### config.mk
export PLATFORM = sky130hd
export DESIGN_NAME = cpu_step_ctrl
export DESIGN_NICKNAME = d
export VERILOG_FILES = /design/src/rtl/cpu_step_ctrl.sv
export SDC_FILE = /design/constraint.sdc
export NUM_CORES = 1
export LEC_CHECK = 0
export ABC_AREA = 1
export CORE_MARGIN = 1
export CORE_UTILIZATION = 43
export DETAILED_ROUTE_END_ITERATION = 10
export PLACE_DENSITY = 0.72
export SETUP_SLACK_MARGIN = 0.2
export SLEW_MARGIN = 20
export SYNTH_ARGS = -nofsm -noshare
export SYNTH_HDL_FRONTEND = slang
export SYNTH_SLANG_ARGS = --single-unit
### constraint.sdc
create_clock -name clk_50M -period 3.3 [get_ports clk_50M]
set_clock_uncertainty 0.15 [all_clocks]
set_input_delay 0.495 -clock clk_50M [delete_from_list [all_inputs] [get_ports clk_50M]]
set_output_delay 0.495 -clock clk_50M [all_outputs]
set_load 0.02 [all_outputs]
### src/rtl/cpu_step_ctrl.sv
// Single-step / free-run / run-N controller producing a one-cycle CPU clock-enable strobe,
// with a PC breakpoint that stops runs and a free-running pulse counter.
module cpu_step_ctrl #(
    parameter int DIV_W = 24,
    parameter int CNT_W = 16
) (
    input  logic             clk_50M,
    input  logic             rst_n,
    input  logic             step_btn,
    input  logic             run_btn,
    input  logic             runn_btn,
    input  logic [CNT_W-1:0] run_count,
    input  logic [DIV_W-1:0] rate_div,
    input  logic             bp_en,
    input  logic [31:0]      bp_addr,
    input  logic [31:0]      pc,
    output logic             cpu_clk_en,
    output logic [1:0]       state,
    output logic [CNT_W-1:0] remaining,
    output logic [31:0]      steps,
    output logic             bp_hit
);

    typedef enum logic [1:0] {
        S_HALT = 2'd0,
        S_STEP = 2'd1,
        S_RUN  = 2'd2,
        S_RUNN = 2'd3
    } state_t;

    localparam int B_STEP = 0;
    localparam int B_RUN  = 1;
    localparam int B_RUNN = 2;

    logic [2:0]       btn_vec;
    logic [2:0]       btn_q_reg;
    logic [2:0]       btn_edge;

    state_t           state_reg, state_next;
    logic [DIV_W-1:0] div_cnt_reg, div_cnt_next;
    logic [CNT_W-1:0] remaining_reg, remaining_next;
    logic [31:0]      steps_reg;
    logic             bp_hit_reg, bp_hit_next;
    logic             first_tick_reg, first_tick_next;
    logic             cpu_clk_en_reg, cpu_clk_en_next;
    logic             tick;
    logic             bp_match;

    assign btn_vec = {runn_btn, run_btn, step_btn};

    generate
        for (genvar gi = 0; gi < 3; gi++) begin : g_btn_edge
            assign btn_edge[gi] = btn_vec[gi] & ~btn_q_reg[gi];
        end
    endgenerate

    // >= rather than == so that lowering rate_div mid-run still produces a tick promptly.
    assign tick     = (div_cnt_reg >= rate_div);
    assign bp_match = bp_en && (pc == bp_addr) && !first_tick_reg;

    always_comb begin
        state_next      = state_reg;
        div_cnt_next    = div_cnt_reg;
        remaining_next  = remaining_reg;
        bp_hit_next     = bp_hit_reg;
        first_tick_next = first_tick_reg;
        cpu_clk_en_next = 1'b0;

        unique case (state_reg)
            S_HALT: begin
                if (btn_edge[B_RUN]) begin
                    state_next      = S_RUN;
                    div_cnt_next    = '0;
                    first_tick_next = 1'b1;
                    bp_hit_next     = 1'b0;
                end else if (btn_edge[B_RUNN]) begin
                    if (run_count != '0) begin
                        state_next      = S_RUNN;
                        remaining_next  = run_count;
                        div_cnt_next    = '0;
                        first_tick_next = 1'b1;
                        bp_hit_next     = 1'b0;
                    end
                end else if (btn_edge[B_STEP]) begin
                    state_next      = S_STEP;
                    cpu_clk_en_next = 1'b1;
                    bp_hit_next     = 1'b0;
                end
            end

            S_STEP: begin
                state_next = S_HALT;
            end

            S_RUN, S_RUNN: begin
                if (btn_edge[B_RUN]) begin
                    state_next     = S_HALT;
                    remaining_next = '0;
                    div_cnt_next   = '0;
                end else if (tick) begin
                    div_cnt_next    = '0;
                    first_tick_next = 1'b0;
                    if (bp_match) begin
                        state_next     = S_HALT;
                        bp_hit_next    = 1'b1;
                        remaining_next = '0;
                    end else begin
                        cpu_clk_en_next = 1'b1;
                        if (state_reg == S_RUNN) begin
                            remaining_next = remaining_reg - CNT_W'(1);
                            if (remaining_reg == CNT_W'(1)) begin
                                state_next = S_HALT;
                            end
                        end
                    end
                end else begin
                    div_cnt_next = div_cnt_reg + DIV_W'(1);
                end
            end

            default: state_next = S_HALT;
        endcase
    end

    always_ff @(posedge clk_50M) begin
        if (!rst_n) begin
            btn_q_reg      <= '0;
            state_reg      <= S_HALT;
            div_cnt_reg    <= '0;
            remaining_reg  <= '0;
            steps_reg      <= '0;
            bp_hit_reg     <= 1'b0;
            first_tick_reg <= 1'b0;
            cpu_clk_en_reg <= 1'b0;
        end else begin
            btn_q_reg      <= btn_vec;
            state_reg      <= state_next;
            div_cnt_reg    <= div_cnt_next;
            remaining_reg  <= remaining_next;
            bp_hit_reg     <= bp_hit_next;
            first_tick_reg <= first_tick_next;
            cpu_clk_en_reg <= cpu_clk_en_next;
            // Counted alongside the strobe so steps already includes the pulse being shown.
            if (cpu_clk_en_next) begin
                steps_reg <= steps_reg + 32'd1;
            end
        end
    end

    assign cpu_clk_en = cpu_clk_en_reg;
    assign state      = state_reg;
    assign remaining  = remaining_reg;
    assign steps      = steps_reg;
    assign bp_hit     = bp_hit_reg;

endmodule

; ---- Word-level counts from Yosys, hierarchy flattened
; Cells that the tools add are included.
[totals]
reg_bits = 80
inputBits = 110
output_inout_bits = 52
wordCells = 93
[classes]
addsub = 3
n_lt_le_gt_ge = 1
eq_ne = 18
mux = 45
bitwise = 6
n_reduce_logical = 12
[ops]
columns = op, n
row1 = 24-bit two-way mux, 5
row2 = 16-bit two-way mux, 7
row3 = 24-bit one-hot mux with 2 select lines, 1
row4 = "32-bit by 1-bit adder with 32-bit output, second input constant", 1
row5 = 32-bit equality test, 1
row6 = 16-bit one-hot mux with 2 select lines, 1
row7 = "24-bit by 1-bit adder with 24-bit output, second input constant", 1
row8 = 24-bit >= comparator, 1
row9 = 1-bit two-way mux, 18
row10 = 2-bit two-way mux, 9
row11 = "16-bit by 1-bit equality test with 1-bit output, second input constant", 1
row12 = "4-bit inequality test, second input constant", 4
row13 = 16-bit nonzero test, 1
row14 = "16-bit by 1-bit subtractor with 16-bit output, second input constant", 1
row15 = "2-bit inequality test, second input constant", 6
row16 = 6-bit AND reduction, 2
row17 = 5-bit AND reduction, 2
row18 = "3-bit inequality test, second input constant", 3
row19 = 1-bit one-hot mux with 2 select lines, 3
row20 = 2-bit one-hot mux with 3 select lines, 1
row21 = "2-bit equality test, second input constant", 2
row22 = 1-bit bitwise AND, 3
row23 = 1-bit NOT, 3
row24 = 3-bit AND reduction, 1
row25 = other kinds (6), 7

; ---- Longest topological paths before layout
[logic_depth]
depth_word = 7
ltp_mapped = 17
depth_no_buf = 17

; ---- Worst setup path after synthesis
; Ideal clock, no wire load.
[synth_path]
path_type = input port to flip-flop
startpoint = input port rate_div[23]
endpoint = register steps_reg[24] (netlist: steps[24])
setup_ns = 0.115
t_arrival_ns = 1.967
required_time_ns = 3.035
slack_ns = 1.068
path_stages = 13
path_buffers = 2
cell_sequence = inv_1 ha_1 a21o_1 nor2_1 nand2_1 a21oi_1 nand2_2 nand3_2 nand2_2 buf_6 buf_6 a21oi_1 nor2_1
[synth_via]
elab_chain_len = 4
[synth_rtl]
columns = item, line
row1 = from (decl), 13  ; input logic [DIV_W-1:0] rate_div,
row2 = 24-bit >= comparator, 58  ; assign tick = (div_cnt_reg >= rate_div);
row3 = 1-bit two-way mux, 100  ; end else if (tick) begin
row4 = 1-bit two-way mux, 96  ; if (btn_edge[B_RUN]) begin
row5 = 1-bit one-hot mux with 2 select lines, 69  ; unique case (state_reg)
row6 = to (signal assigned), 145  ; steps_reg <= steps_reg + 32'd1;
row7 = to (decl), 42  ; logic [31:0] steps_reg;
; Every way passes these cells.
; A chain may end at the register's enable or synchronous reset.

; ---- Final worst setup path
[layout_path]
startpoint = input port rate_div[23]
endpoint = register remaining_reg[1] (netlist: remaining[1])
[layout_via]
elab_chain_len = 3
[layout_rtl]
columns = item, line
row1 = 24-bit >= comparator, 58
row2 = 3-bit inequality test (no source line), n/a
row3 = 6-bit AND reduction (no source line), n/a
row4 = to (signal assigned), 139  ; remaining_reg <= remaining_next;
row5 = to (decl), 41  ; logic [CNT_W-1:0] remaining_reg, remaining_next;
; Every way passes these cells.

==> run summary <==
### CTS
- total number of H-tree levels: 3
- clock slew at the register clock pins of the worst setup and hold paths: 0.07 ns
- CTS tree: yes
- buffers inserted during post-CTS setup optimization: 0
- worst skew pair latency: 0.34 ns
- cell chosen for the clock root: clkbuf_16
- Sink Count: 80
- clock buffers created by TritonCTS: 9
- CTS max path bufs: 2
- number of hold buffers added after cts: 0
- Resized cells post-CTS: 0

### Worst setup path
- RR Endpoint: remaining[1]
- Slowest Stage Delay on Critical Path: 0.45 ns
- Critical Path Start: rate_div[23]
- arrival time at the worst endpoint: 2.76 ns
- chain of cells forming the critical path: clkdlybuf4s50_1 > inv_1 > ha_1 > a21o_1 > nor2_1 > nand2_1 > a21oi_1 > nand4_2 > nand3b_4 > nand2_1 > nand2_1 > nor2_1
- most prevalent standard cell on the critical path: nand2_1
- required time worst endpoint: 3.38 ns
- critical-path cell with the highest stage delay: clkdlybuf4s50_1
- source of the worst register-to-register timing path: div_cnt_reg[14]
- setup slack of the worst register-to-register path: 0.88 ns
- top fanout value on the critical path: 32
- category of the worst setup path capture point: flop
- Worst Reg-to-Reg Cells: 11
- launching element type of the critical path: input port
- WS Path Type: input port to flop
- capture point of the critical path: remaining[1]

### Yosys
- mean cell area of the mapped netlist: 6.03 um2
- synthesis warning total: 0
- net count after synthesis: 1178
- post-synth cell types: 39
- Synth Cell Area: 6280 um2
- flop and latch count out of synthesis: 80
- fraction of the yosys area taken by sequential cells: 25.5%
- number of standard cells after synthesis: 1040

### Detailed routing
- Routed WL: 17000 um
- routed wirelength normalized by instance count: 12.3 um
- Via Count: 6731
- final routed DRC violation total: 0
- Post-DRT Antenna Nets: 0
- detailed-routing iteration count for the pre-antenna-repair pass: 5
- detailed router's first-iteration violation count: 419
- ratio of routed vias to standard cells: 4.87

### Finish
- proportion of layout cells with a drive suffix above 1: 6.00%
- relative area change from synthesis to final layout: 32.6%
- filler-free cell count of the finished design: 1381
- most frequent cells in the layout: 287 x nand2_1, 173 x inv_1, 162 x nor2_1, 160 x clkdlybuf4s50_1, 80 x dfxtp_1
- final-stage net count: 1334
- leading cell type in the layout, fill and taps excluded: nand2_1
- flip-flop count of the largest register after layout: 32
- number of antenna repair diodes: 0

### Timing
- Final Slew Violations: 0
- Slew @ Worst Pin: 0.964 ns
- peak clock frequency supported by timing: 374 MHz
- count of final setup violators: 0
- setup TNS after final layout: 0 ns
- RSZ-0062 raised after global routing: false
- number of hold violations in the final report: 0
- period utilisation layout: 81.1%
- remaining max-slew budget at the tightest pin: 35.7%
- clock period minus final worst setup slack: 2.68 ns

### Floorplanning
- Core Area: 14000 um2
- standard-cell row count: 43
- y dimension of the die: 123 um
- I/O pin count: 162
- total die area: 15100 um2
- effective utilization at floorplan: 44.7%
- overall die width: 123 um

### Global routing
- wire length of the first global-routing pass: 27800 um
- maximum number of pins on one net before global-route repair: 43
- total global routing overflow: 0
- number of global-route vias before repair: 5970
- number of antenna violations at the first check in global routing: 0
- Tot GR Track Use: 23.1%

### Flow run
- Max-Cap Viols: 0

### Power
- power per cell area: 417 nW/um2
- post-layout total power: 3.47 mW
- peak supply drop: 0.368 mV
- leakage component of the power: 3.85 nW

### Placement
- port buffer count: 161
- Post-DP HPWL: 13400 um
- placer's final routability congestion estimate: 0.875
- number of cells after detailed placement: 1365

### Run status
- run status: finished clean

### Worst hold path
- classification of the worst-slack hold path: flop to flop

## through the flow
step	cell area, um2	hold WS (ns)	setup WS, ns	util, %
after CTS	8320	0.351	0.601	59.2
after global routing	8320	0.375	0.363	59.2
after floorplan	6280	0.308	1.07	-
after detailed placement	8020	0.340	0.245	57.1
after global placement	8020	0.335	0.321	57.1
final	8320	0.352	0.624	59.2
## cells by family after synthesis
| kind of cell | share of synthesized area [%] |
|---|---|
| adder cells (fa/ha/maj) | 5.58 |
| XOR/XNOR | 6.42 |
| AO/OA/AOI/OAI | 7.80 |
| AND/OR/NAND/NOR | 41.7 |
| flip-flops | 25.5 |
| buffers and inverters | 12.9 |
## Yosys cell counts
library cell	n	share of area, %
o21ai_1	3	0.24
o21a_1	4	0.48
buf_6	4	0.72
and2_1	2	0.20
nand3b_4	1	0.32
o21ai_0	10	0.80
clkinv_1	1	0.060
clkbuf_1	9	0.54
nor3_1	21	1.7
ha_1	28	5.6
nand4_2	1	0.20
nor4_2	1	0.20
o211ai_1	2	0.24
xor2_1	32	4.5
a21oi_2	13	1.8
nand3b_1	4	0.48
nand4_1	32	3.2
dfxtp_1	80	26
nor3b_1	1	0.12
nor4_1	7	0.70
nand2_4	1	0.18
a21o_1	1	0.12
nor2_1	162	9.7
nand2_2	13	1.3
inv_2	6	0.36
inv_1	173	10
nor3_2	3	0.48
xnor2_1	14	2.0
nand3_2	4	0.64
o22ai_1	12	1.2
nand3_1	57	4.5
a21oi_1	35	2.8
nor2_2	5	0.50
buf_8	1	0.24
a211oi_1	1	0.12
buf_2	7	0.56
buf_4	1	0.12
nand2_1	287	17
nor2_4	1	0.18
## worst min path at each step
| stage | from | endpoint | slack, ns | cells past startpoint |
|---|---|---|---|---|
| floorplan | first_tick_reg | first_tick_reg | 0.31 | 2 |
| global placement | bp_hit | bp_hit | 0.34 | 2 |
| detailed placement | bp_hit | bp_hit | 0.34 | 2 |
| CTS | bp_hit | bp_hit | 0.35 | 2 |
| global route | bp_hit | bp_hit | 0.37 | 2 |
| finish | bp_hit | bp_hit | 0.35 | 2 |
## where the power goes
part           internal [mW]  switching, mW  total (mW)
Clock                  0.596          0.437        1.03
Combinational          0.555          0.742        1.30
Sequential              1.05         0.0969        1.14
## critical path, delay by kind of cell
kind | cells | cell delay, ns
compound gates | 2 | 0.45
fa+ha+maj | 1 | 0.30
simple gates | 7 | 1.01
buf+inv | 2 | 0.49
## final cells by class
cell class / count / area (um2)
Clock buffer: 9 / 225
Clock inverter: 7 / 77.6
Fill cell: 1367 / 5720
Inverter: 180 / 676
Multi-Input combinational cell: 758 / 3860
Sequential cell: 80 / 1600
Tap cell: 180 / 225
Timing Repair Buffer: 167 / 1650
## layer usage
metal	GRT usage (%)	part of all wire [%]	vias to the layer above
li1	-	-	3569
met1	30.8	48	2985
met2	39.0	46	167
met3	3.76	5.1	10
met4	4.57	0.66	0
met5	0	0	-
(Power assumes the default switching activity.)
